--- src/rtl/config_stream_loader.sv ---
// Bitstream-to-config-bus loader: parses {count, {tile,addr}, data, ...} words into tile config writes.
// Optional trailing XOR checksum word when CONFIG_STREAM_LOADER_CHECKSUM_EN is defined.
module config_stream_loader #(
    parameter int MAX_RECORDS = 65535,
    parameter int GAP_CYCLES  = 1
) (
    input  logic        clk,
    input  logic        reset,
    input  logic        start,
    input  logic [31:0] in_word,
    input  logic        in_valid,
    output logic        in_ready,
    output logic [15:0] tile_id,
    output logic [31:0] config_addr,
    output logic [31:0] config_data,
    output logic        config_write,
    output logic        busy,
    output logic        done,
    output logic        error,
    output logic [15:0] records_written
);

    typedef enum logic [2:0] {
        S_IDLE, S_COUNT, S_HDR, S_DATA, S_ISSUE, S_GAP, S_FINISH, S_CHECK
    } state_t;

    localparam int GW = (GAP_CYCLES > 1) ? $clog2(GAP_CYCLES) : 1;
    localparam logic [GW-1:0] GAP_LOAD = GW'((GAP_CYCLES > 0) ? GAP_CYCLES - 1 : 0);

    state_t        state, next_state;
    logic [15:0]   rec_n;
    logic [GW-1:0] gap_cnt;
    logic          xfer;
    logic          last_rec;
    logic          over_max;
`ifdef CONFIG_STREAM_LOADER_CHECKSUM_EN
    logic [31:0]   chk_xor;
`endif

`ifdef CONFIG_STREAM_LOADER_CHECKSUM_EN
    assign in_ready = (state == S_COUNT) || (state == S_HDR) || (state == S_DATA) ||
                      (state == S_CHECK);
`else
    assign in_ready = (state == S_COUNT) || (state == S_HDR) || (state == S_DATA);
`endif
    assign xfer     = in_valid && in_ready;
    assign last_rec = ({1'b0, records_written} + 17'd1) == {1'b0, rec_n};
    assign over_max = int'(in_word[15:0]) > MAX_RECORDS;

    always_comb begin
        next_state   = state;
        config_write = 1'b0;
        done         = 1'b0;
        busy         = (state != S_IDLE);
        case (state)
            S_IDLE:   if (start) next_state = S_COUNT;
            S_COUNT: begin
                if (xfer) begin
`ifdef CONFIG_STREAM_LOADER_CHECKSUM_EN
                    next_state = (in_word[15:0] == 16'd0) ? S_CHECK : S_HDR;
`else
                    next_state = (in_word[15:0] == 16'd0) ? S_FINISH : S_HDR;
`endif
                end
            end
            S_HDR:    if (xfer) next_state = S_DATA;
            S_DATA:   if (xfer) next_state = S_ISSUE;
            S_ISSUE: begin
                config_write = 1'b1;
                if (last_rec) begin
`ifdef CONFIG_STREAM_LOADER_CHECKSUM_EN
                    next_state = S_CHECK;
`else
                    next_state = S_FINISH;
`endif
                end else begin
                    next_state = (GAP_CYCLES > 0) ? S_GAP : S_HDR;
                end
            end
            S_GAP:    if (gap_cnt == '0) next_state = S_HDR;
            S_CHECK:  if (xfer) next_state = S_FINISH;
            S_FINISH: begin
                done       = 1'b1;
                next_state = S_IDLE;
            end
            default:  next_state = S_IDLE;
        endcase
    end

    always_ff @(posedge clk or posedge reset) begin
        if (reset) begin
            state           <= S_IDLE;
            rec_n           <= '0;
            gap_cnt         <= '0;
            tile_id         <= '0;
            config_addr     <= '0;
            config_data     <= '0;
            error           <= 1'b0;
            records_written <= '0;
`ifdef CONFIG_STREAM_LOADER_CHECKSUM_EN
            chk_xor         <= '0;
`endif
        end else begin
            state <= next_state;
            case (state)
                S_IDLE: begin
                    if (start) begin
                        error           <= 1'b0;
                        records_written <= '0;
`ifdef CONFIG_STREAM_LOADER_CHECKSUM_EN
                        chk_xor         <= '0;
`endif
                    end
                end
                S_COUNT: begin
                    if (xfer) begin
                        // Oversized counts are clamped so the load still runs to a bounded end.
                        if (over_max) begin
                            rec_n <= 16'(MAX_RECORDS);
                            error <= 1'b1;
                        end else begin
                            rec_n <= in_word[15:0];
                        end
`ifdef CONFIG_STREAM_LOADER_CHECKSUM_EN
                        chk_xor <= chk_xor ^ in_word;
`endif
                    end
                end
                S_HDR: begin
                    if (xfer) begin
                        tile_id     <= in_word[31:16];
                        config_addr <= {16'd0, in_word[15:0]};
`ifdef CONFIG_STREAM_LOADER_CHECKSUM_EN
                        chk_xor     <= chk_xor ^ in_word;
`endif
                    end
                end
                S_DATA: begin
                    if (xfer) begin
                        config_data <= in_word;
`ifdef CONFIG_STREAM_LOADER_CHECKSUM_EN
                        chk_xor     <= chk_xor ^ in_word;
`endif
                    end
                end
                S_ISSUE: begin
                    if (records_written != 16'hFFFF) records_written <= records_written + 16'd1;
                    gap_cnt <= GAP_LOAD;
                end
                S_GAP: begin
                    if (gap_cnt != '0) gap_cnt <= gap_cnt - 1'b1;
                end
`ifdef CONFIG_STREAM_LOADER_CHECKSUM_EN
                S_CHECK: begin
                    if (xfer && (in_word != chk_xor)) error <= 1'b1;
                end
`endif
                default: ;
            endcase
        end
    end

endmodule

--- config.mk ---
export PLATFORM = sky130hd
export DESIGN_NAME = config_stream_loader
export DESIGN_NICKNAME = d
export VERILOG_FILES = /design/src/rtl/config_stream_loader.sv
export SDC_FILE = /design/constraint.sdc
export NUM_CORES = 1
export LEC_CHECK = 0
export BUFFER_PORTS_ARGS = -buffer_cell sky130_fd_sc_hd__clkbuf_2
export CAP_MARGIN = 30
export CORE_MARGIN = 5
export CORE_UTILIZATION = 30
export CTS_CLUSTER_DIAMETER = 100
export CTS_CLUSTER_SIZE = 24
export DETAILED_ROUTE_END_ITERATION = 10
export PLACE_DENSITY_LB_ADDON = 0.08
export SLEW_MARGIN = 20
export SYNTH_ARGS = -nofsm -noshare
export SYNTH_HDL_FRONTEND = slang
export SYNTH_SLANG_ARGS = --single-unit
export TNS_END_PERCENT = 1
--- constraint.sdc ---
create_clock -name clk -period 7.75 [get_ports clk]
set_input_delay 0.775 -clock clk [delete_from_list [all_inputs] [get_ports clk]]
set_output_delay 0.775 -clock clk [all_outputs]
set_load 0.02 [all_outputs]
==> flow_metrics.py <==
metrics = {
    "sta": {
        "worst_slew_pin_slew_ns": 0.8364,
        "final.min_clock_period_ns": 2.734,
        "finalClockSkew_ns": 0.006113,
        "worst_slew_margin_rel_pct": 44.24,
        "final-hold-violation-count": 0,
        "finalSetupViolCount": 0,
        "final.period_utilization_pct": 35.28,
        "max_freq_ghz": 0.3657,
        "finalWorstSetupSlack_ns": 5.016,
        "drv_slew": 0,
        "finalSetupTns_ns": 0,
        "rsz0062_at_grt": "no",
    },
    "pwr": {
        "total_leakage_power_nw": 2.639,
        "post-layout-total-power_mw": 2.340,
        "power.ir.vdd_worst_v": 0.0001594,
        "p_per_area_nw_per_um2": 402.8,
    },
    "setup_path": {
        "critical_path_class": "reg2reg",
        "critPathMaxStageDelay_ns": 0.53,
        "arrival_ns": 2.95,
        "worst_setup_path_start_kind": "register",
        "worstPathMaxFanout": 27,
        "crit_required_ns": 7.96,
        "critPathSlowestCell": "a41o_2",
        "timing.critical_path.to_type": "register",
        "worstRegToRegCells": 7,
        "startpoint_of_the_worst_setup_timing_path": "records_written[0]",
        "timing.critical_path.cells": "ha_1, and2_0, and3_1, a41o_2, o21a_2, o21ai_0, o41ai_1",
        "reg2reg_from": "records_written[0]",
    },
    "global_routing": {
        "grt.met2_usage_pct": 21.71,
        "grt_first_pass_wirelength_um": 20040,
        "via_count_of_the_first_global_routing_pass": 3576,
        "globalRouteMet1Util_pct": 17.76,
        "grt-busiest-layer": "met2",
        "grt_use_met3_pct": 6.066,
        "track_usage_pct": 13.90,
        "grt_antenna_before_repair": 0,
        "grt_max_degree": 54,
        "gr-total-overflow": 0,
    },
    "route": {
        "detail_route.iter0.violations": 201,
        "drtPass1Iterations": 4,
        "routed-via-count": 3411,
        "postRouteWirelength_um": 12420,
        "avgViaCountPerCell": 4.718,
        "detail_route.drc_violations": 0,
        "ant_nets": 0,
        "routed_wire_length_per_instance_um": 17.18,
    },
    "floorplan": {
        "pin_count": 137,
        "die_width_um": 136.6,
        "coreArea_um2": 15830,
        "die_area_um2": 18650,
        "initial_utilization_pct": 30.36,
        "standard_cell_row_count": 46,
        "die_h_um": 136.6,
    },
    "logic_synthesis": {
        "syn_area_per_cell_um2": 12.11,
        "synth_top_flop_cell": "dfrtp_1",
        "post-synth-top-area-cell": "dfrtp_1",
        "syn-instance-count": 397,
        "postSynth.asyncResetShare_pct": 100.0,
        "synth_commonest_cells": "dfrtp_1, mux2_2, o21ai_0, buf_4, nand2_1",
        "synth-seq-cells": 99,
        "yosys.cell_types.count": 58,
        "mappedNetlistArea_um2": 4806,
        "seq_area_frac_synth_pct": 51.55,
        "yosys_warnings": 0,
        "number_of_synthesized_flops_with_an_enable_pin": 0,
        "synth.most_common_cell": "dfrtp_1",
        "netlist_top_cells_area": "dfrtp_1, mux2_2, buf_4",
        "yosysTopAreaCellShare_pct": 51.55,
    },
    "finish": {
        "finalNetCount": 539,
        "area_growth_from_synthesis_to_layout_pct": 20.85,
        "antenna_cells": 0,
        "stdcell_count": 723,
        "layout-drive-gt1-share_pct": 45.56,
        "regArea_um2": 2477,
        "final.fill_count": 1617,
        "multiInputGateArea_um2": 2069,
    },
    "clock_tree": {
        "cts_buf_count": 9,
        "worstSkewPairLatency_ns": 0.35,
        "clock_tree_from_tritoncts": "done",
        "cts_sinks": 99,
        "post_cts_resize_count": 0,
        "worst_setup_hold_path_clk_slew_ns": 0.07,
        "ctsHoldBuffers": 0,
        "cts_max_level": 3,
        "cts.repair_timing.setup_buffer_count": 0,
        "cts-root-buf": "clkbuf_16",
        "max-clock-path-buffers": 2,
    },
    "outcome": {
        "status": "finished, final reports clean",
    },
    "placed_design": {
        "dpl_wire_length_um": 9169,
        "pre_cts_slack_ns": 5.048,
        "finalWeightedCongestion": 0.7497,
        "io_buffers": 119,
        "post-place-cells": 706,
    },
    "run": {
        "max-cap-violations": 0,
    },
    "min_path": {
        "hold_path.class": "in2async",
    },
}
-- metrics by stage --
step,util (%),hold WS (ns),cell area [um2]
final,36.70,0.3610,5808
after global routing,36.70,0.3768,5808
after CTS,36.52,0.3556,5781
after detailed placement,34.58,0.4935,5473
after global placement,34.36,0.4893,5439
after floorplan,-,0.5008,4866
-- worst paths after layout --
kind                                            to  slack [ns]
worst max-delay path            records_written[6]        5.02
worst min-delay path               config_data[26]        0.36
worst max register to register  records_written[6]        5.02
worst min register to register     config_data[25]        0.51
max in group asynchronous               tile_id[3]        6.42
min in group clk                   config_data[25]        0.51
-- final cells by class --
| cell class | instances | share of cell area (%) |
|---|---|---|
| Multi-Input combinational cell | 264 | 35.63 |
| Clock inverter | 6 | 1.357 |
| Sequential cell | 99 | 42.65 |
| Clock buffer | 10 | 3.942 |
| Timing Repair Buffer | 122 | 11.33 |
| Inverter | 6 | 0.4308 |
| Tap cell | 216 | 4.653 |
-- layout by cell type (no fill, tap or decap), drive strengths merged, types with 7 or more instances in the layout --
cell type / count
dfrtp: 99
o31ai: 8
conb: 17
xor2: 9
clkbuf: 129
inv: 10
mux2: 79
a21oi: 7
nand3: 9
xnor2: 9
nor2: 16
o21ai: 25
nand2: 18
-- metal layers --
metal  vias to the layer above  routed length, um
li1                       1617                  -
met5                         -                  0
met3                         9               1108
met1                      1690               5362
met4                         0                120
met2                        95               5832
-- kinds of logic after synthesis --
logic type                 after synthesis  share of synthesized area (%)
AOI/OAI and AO/OA                       67                          9.269
xor gates and xnor gates                19                          3.775
adders and majority gates                1                         0.2603
buffers and inverters                   50                          7.003
DFF                                     99                          51.55
muxes                                   79                          18.51
other                                    1                        0.07803
and+or+nand+nor                         81                          9.555
-- registers in the layout, summed over array words and instances, names as in the netlist --
| register | cells |
|---|---|
| config_addr | 16 |
| config_data | 32 |
| rec_n | 16 |
| records_written | 16 |
| state | 3 |
| tile_id | 16 |
-- worst max-delay path: cells and delay by family (launching register included) --
| family | cells | cell delay (ns) |
|---|---|---|
| adders and majority gates | 1 | 0.30 |
| DFF | 1 | 0.47 |
| and+or+nand+nor | 2 | 0.65 |
| AOI/OAI and AO/OA | 4 | 1.18 |
-- power breakdown --
group	leakage, nW	internal (mW)	switching (mW)
sequential	1.21	0.744	0.163
combinational	1.28	0.423	0.539
clock	0.152	0.258	0.212
total	2.64	1.42	0.915
No activity file was read; power rests on OpenSTA's default activity.
